===== src/rtl/up_pkg.sv =====
// Shared definitions for the up_core memory-map initiators (loader and dump).
// Holds the dump FSM encoding, memory geometry and the control-slot address.
package up_pkg;

  localparam int         MEM_DEPTH = 256;
  localparam int         DATA_W    = 8;
  localparam int         ADDR_W    = 9;
  localparam logic [8:0] CTRL_ADDR = 9'd256;

  typedef enum logic [2:0] {
    ST_IDLE = 3'd0,
    ST_ADDR = 3'd1,
    ST_WAIT = 3'd2,
    ST_EMIT = 3'd3,
    ST_DONE = 3'd4
  } dump_state_e;

  // A zero length encodes a full-memory sweep.
  function automatic logic [8:0] byte_count(input logic [7:0] len);
    if (len == 8'd0) begin
      return 9'(MEM_DEPTH);
    end else begin
      return {1'b0, len};
    end
  endfunction

endpackage


===== src/rtl/up_mem_dump.sv =====
// Read-side initiator for the up_core memory-map port: sweeps a byte window,
// streams it on a valid/ready interface and keeps a running 8-bit checksum.
module up_mem_dump
  import up_pkg::*;
#(
  parameter int         READ_LAT  = 1,
  parameter logic [8:0] PARK_ADDR = CTRL_ADDR
) (
  input  logic       clk,
  input  logic       nRst,
  input  logic       start,
  input  logic [7:0] start_addr,
  input  logic [7:0] length,
  output logic       busy,
  output logic       done,
  output logic [7:0] checksum,
  output logic       mem_map_load,
  output logic [8:0] mem_map_address,
  input  logic [7:0] mem_map_out,
  output logic [7:0] dump_data,
  output logic       dump_valid,
  input  logic       dump_ready
);

  localparam logic [1:0] WAIT_LOAD = 2'(READ_LAT);

  dump_state_e state_r, state_next_s;
  logic [7:0]  addr_r, addr_next_s;
  logic [8:0]  remaining_r, remaining_next_s;
  logic [1:0]  wait_r, wait_next_s;
  logic [7:0]  checksum_r, checksum_next_s;
  logic [8:0]  mem_addr_r, mem_addr_next_s;
  logic [7:0]  dump_data_r, dump_data_next_s;
  logic        dump_valid_r, dump_valid_next_s;
  logic        busy_r, busy_next_s;
  logic        done_r, done_next_s;
  logic        xfer_s;

  assign xfer_s = dump_valid_r & dump_ready;

  // FSM state register
  always_ff @(posedge clk or negedge nRst) begin
    if (!nRst) begin
      state_r <= ST_IDLE;
    end else begin
      state_r <= state_next_s;
    end
  end

  // Next-state and next-output logic; every output is registered below
  always_comb begin
    state_next_s      = state_r;
    addr_next_s       = addr_r;
    remaining_next_s  = remaining_r;
    wait_next_s       = wait_r;
    checksum_next_s   = checksum_r;
    mem_addr_next_s   = mem_addr_r;
    dump_data_next_s  = dump_data_r;
    dump_valid_next_s = dump_valid_r;
    busy_next_s       = busy_r;
    done_next_s       = 1'b0;
    case (state_r)
      ST_IDLE: begin
        if (start) begin
          addr_next_s      = start_addr;
          remaining_next_s = byte_count(length);
          checksum_next_s  = 8'd0;
          mem_addr_next_s  = {1'b0, start_addr};
          busy_next_s      = 1'b1;
          state_next_s     = ST_ADDR;
        end else begin
          mem_addr_next_s  = PARK_ADDR;
          state_next_s     = ST_IDLE;
        end
      end
      ST_ADDR: begin
        wait_next_s  = WAIT_LOAD;
        state_next_s = ST_WAIT;
      end
      ST_WAIT: begin
        wait_next_s = wait_r - 2'd1;
        // The counter reaching zero on this decrement means the read data is valid now
        if (wait_r == 2'd1) begin
          dump_data_next_s  = mem_map_out;
          dump_valid_next_s = 1'b1;
          state_next_s      = ST_EMIT;
        end else begin
          state_next_s      = ST_WAIT;
        end
      end
      ST_EMIT: begin
        if (xfer_s) begin
          checksum_next_s   = checksum_r + dump_data_r;
          addr_next_s       = addr_r + 8'd1;
          remaining_next_s  = remaining_r - 9'd1;
          dump_valid_next_s = 1'b0;
          if (remaining_r == 9'd1) begin
            mem_addr_next_s = PARK_ADDR;
            done_next_s     = 1'b1;
            state_next_s    = ST_DONE;
          end else begin
            mem_addr_next_s = {1'b0, addr_r + 8'd1};
            state_next_s    = ST_ADDR;
          end
        end else begin
          state_next_s = ST_EMIT;
        end
      end
      ST_DONE: begin
        mem_addr_next_s = PARK_ADDR;
        busy_next_s     = 1'b0;
        state_next_s    = ST_IDLE;
      end
      default: begin
        mem_addr_next_s   = PARK_ADDR;
        dump_valid_next_s = 1'b0;
        busy_next_s       = 1'b0;
        state_next_s      = ST_IDLE;
      end
    endcase
  end

  // Datapath and output registers
  always_ff @(posedge clk or negedge nRst) begin
    if (!nRst) begin
      addr_r       <= 8'd0;
      remaining_r  <= 9'd0;
      wait_r       <= 2'd0;
      checksum_r   <= 8'd0;
      mem_addr_r   <= PARK_ADDR;
      dump_data_r  <= 8'd0;
      dump_valid_r <= 1'b0;
      busy_r       <= 1'b0;
      done_r       <= 1'b0;
    end else begin
      addr_r       <= addr_next_s;
      remaining_r  <= remaining_next_s;
      wait_r       <= wait_next_s;
      checksum_r   <= checksum_next_s;
      mem_addr_r   <= mem_addr_next_s;
      dump_data_r  <= dump_data_next_s;
      dump_valid_r <= dump_valid_next_s;
      busy_r       <= busy_next_s;
      done_r       <= done_next_s;
    end
  end

  assign busy            = busy_r;
  assign done            = done_r;
  assign checksum        = checksum_r;
  assign mem_map_load    = 1'b0;
  assign mem_map_address = mem_addr_r;
  assign dump_data       = dump_data_r;
  assign dump_valid      = dump_valid_r;

endmodule


===== config.mk =====
export PLATFORM = sky130hd
export DESIGN_NAME = up_mem_dump
export DESIGN_NICKNAME = d
export VERILOG_FILES = /design/src/rtl/up_pkg.sv /design/src/rtl/up_mem_dump.sv
export SDC_FILE = /design/constraint.sdc
export NUM_CORES = 1
export LEC_CHECK = 0
export CAP_MARGIN = 30
export CELL_PAD_IN_SITES_DETAIL_PLACEMENT = 1
export CELL_PAD_IN_SITES_GLOBAL_PLACEMENT = 1
export CORE_UTILIZATION = 35
export DETAILED_ROUTE_END_ITERATION = 7
export PLACE_DENSITY_LB_ADDON = 0.1
export SLEW_MARGIN = 15
export SYNTH_ARGS = -nofsm -noshare
export SYNTH_HDL_FRONTEND = slang
export SYNTH_SLANG_ARGS = --single-unit

===== constraint.sdc =====
create_clock -name clk -period 2.2 [get_ports clk]
set_input_delay 0.22 -clock clk [delete_from_list [all_inputs] [get_ports clk]]
set_output_delay 0.22 -clock clk [all_outputs]
set_load 0.01 [all_outputs]

==> qor.txt <==
Initial Util = 36.2%
CP Launch Type = flop
CTS Buf Count = 5
routability-driven placement congestion ratio = 0.752
CTS tree = built
worst slew pin tran = 0.534 ns
Unique masters post-synth = 53
fmax = 504 MHz
Sink Count = 50
Die Wd = 91.4 µm
global route overflow = 0
Total GRT Usage = 18.9%
critical path type = flop to flop
most frequent cells in the layout = clkdlybuf4s50_1, dfrtp_1, o21ai_0
fin. max-slew vios = 0
Max clock buf depth = 2
DR pass1 iterations = 4
Root Buffer Master = clkbuf_8
NumNets Final = 388
Post-CTS Setup Bufs = 0
Final HPWL DP = 5.36 mm
skew final = 0.0135 ns
CP Max Fanout = 4
post-synthesis register bit count = 50
total core area = 0.00773 mm²
layout cell share with drive strength beyond 1 = 10.3%
WP data required = 2.40 ns
Cells after Synth = 290
final setup TNS = 0 ns
Final period util = 90.1%
antenna violations before repair = 0
final count of negative-setup-slack endpoints = 0
H-tree depth = 2
via count = 2337
synthesized net count = 330
Avg Cell Area, Syn = 9.65 µm²
die area = 0.00836 mm²
residual DRC count = 0
pin count of the biggest net entering global routing = 29
max-cap violations = 0
DR WL/cell = 16.2 µm
worst hold slack = 0.410 ns
Post-synth EDFFs = 0
Post-CTS Resized = 0
area of the mapped netlist = 0.00280 mm²
Layout area overhead = 27.8%
WL final = 7.31 mm
pwr dens = 1420 mW/mm²
vias in the first global route = 2470
Rows = 32
Seq/Total Area, Yosys = 44.7%
height of the chip = 91.4 µm
Max VDD drop = 0.000552 V
Iter 0 DRT Violations = 46
PortBufs = 55
Routed Antenna Nets = 0
vias per std cell = 5.18
max_slew headroom = 64.4%
min Tclk post-route = 1.98 ns
n_diodes = 0
Worst-path clk slew = 0.10 ns
Leakage Power = 1.51 nW
Arrival @ worst endpoint = 2.18 ns
ys flop type = dfrtp_1
unrepaired setup endpoints after global routing = no
Critical Path Sink Type = flop
Ys Warns = 0
most common cell after layout, fill and taps aside = clkdlybuf4s50_1
outcome = finished, final reports clean
Hold WC Path Type = input pin to asynchronous set/reset pin
FFs w/ async S/R, synth = 100%
Clk Latency, worst-skew pair = 0.31 ns
number of top-level pins = 57
first-pass GRT wire length = 12.5 mm
Final Hold Vio Count = 0
==> cell type report <==
cell class / count / area (µm²)
Clock buffer: 6 / 82.6
Clock inverter: 2 / 12.5
Fill cell: 884 / 4150
Inverter: 10 / 37.5
Multi-Input combinational cell: 214 / 1430
Sequential cell: 50 / 1250
Tap cell: 102 / 128
Timing Repair Buffer: 67 / 638
==> registers in the layout, indices dropped and copies added (netlist names) <==
register / cells
addr_r: 8
busy: 1
checksum: 8
done: 1
dump_data: 8
dump_valid: 1
mem_map_address: 9
remaining_r: 9
state_r: 3
wait_r: 2
==> synth_stat cells (2+ instances only) <==
library cell	n	area, µm²
mux2_2	8	90.1
nor3b_1	2	15.0
dfrtp_1	49	1230
nor4_1	2	12.5
nand2_1	26	97.6
a21oi_1	21	105
ha_1	11	138
and2_1	2	12.5
a22o_1	8	70.1
nor3_1	7	35.0
buf_2	11	55.1
nand3_1	9	45.0
clkbuf_1	2	7.51
inv_1	10	37.5
a22oi_1	6	45.0
o21ai_0	28	140
mux2i_1	3	30.0
a31oi_1	2	12.5
nor2_1	22	82.6
nand2b_1	2	12.5
xor2_1	2	17.5
a211oi_1	5	37.5
a21o_1	9	67.6
xnor2_1	8	70.1
o22ai_1	4	25.0
buf_4	2	15.0
nand3b_1	3	22.5
==> stage by stage <==
stage / utilization (%) / setup slack [ns] / cells / area [µm²] / power, W
detailed placement: 44.9 / 0.230 / 442 / 3470 / 0.00453
CTS: 46.3 / 0.199 / 451 / 3580 / 0.00516
global route: 46.3 / 0.0679 / 451 / 3580 / 0.00554
floorplan: - / 0.277 / 290 / 2800 / 0.00350
global placement: 44.9 / 0.282 / 442 / 3470 / 0.00448
finish: 46.3 / 0.217 / 451 / 3580 / 0.00507
==> worst paths after layout <==
path / start / end / slack [ns] / cells after the start
worst max-delay path: checksum[4] / checksum[7] / 0.22 / 6
worst min-delay path: nRst / remaining_r[7] / 0.41 / 2
worst max register to register: checksum[4] / checksum[7] / 0.22 / 6
worst min register to register: mem_map_address[8] / mem_map_address[8] / 0.47 / 2
max in group asynchronous: nRst / mem_map_address[8] / 1.09 / 3
min in group clk: mem_map_address[8] / mem_map_address[8] / 0.47 / 2
==> cell families (layout without fill, tap and decap cells) <==
kind of cell	Yosys count	count (layout)	synth area share, %
compound gates	91	91	20.9
simple gates	89	89	16.7
flops	50	50	44.7
xor+xnor	10	10	3.13
other cells	1	1	0.134
buf+inv	26	85	4.51
fa+ha+maj	12	12	5.63
mux	11	11	4.29
==> timing repair <==
action / CTS / global route
hold endpoints to repair: 20 / 0
hold buffers: 1 / 0
endpoints found under the setup margin: 0 / 0
==> metal layers <==
| metal | share of wire, % | routed length, µm | vias to the layer above | GRT usage (%) |
|---|---|---|---|---|
| li1 | - | - | 1158 | - |
| met1 | 48 | 3490 | 1129 | 25.0 |
| met2 | 47 | 3450 | 43 | 31.6 |
| met3 | 3.8 | 276 | 7 | 3.43 |
| met4 | 1.2 | 89 | 0 | 5.29 |
| met5 | 0 | 0 | - | 0 |
==> power breakdown <==
group	total [W]	internal, W	switching (W)
combinational	0.00275	0.00137	0.00137
clock	0.000582	0.000254	0.000329
sequential	0.00174	0.00133	0.000417
==> worst max-delay path, stage by stage, from the launching register on <==
cell and delay [ns]:
dfrtp_1 0.41, ha_1 0.36, a21oi_1 0.18, o21ai_0 0.14, or3_1 0.35, and2_0 0.17
a221o_1 0.28
Power figures use the tool's default switching activity.
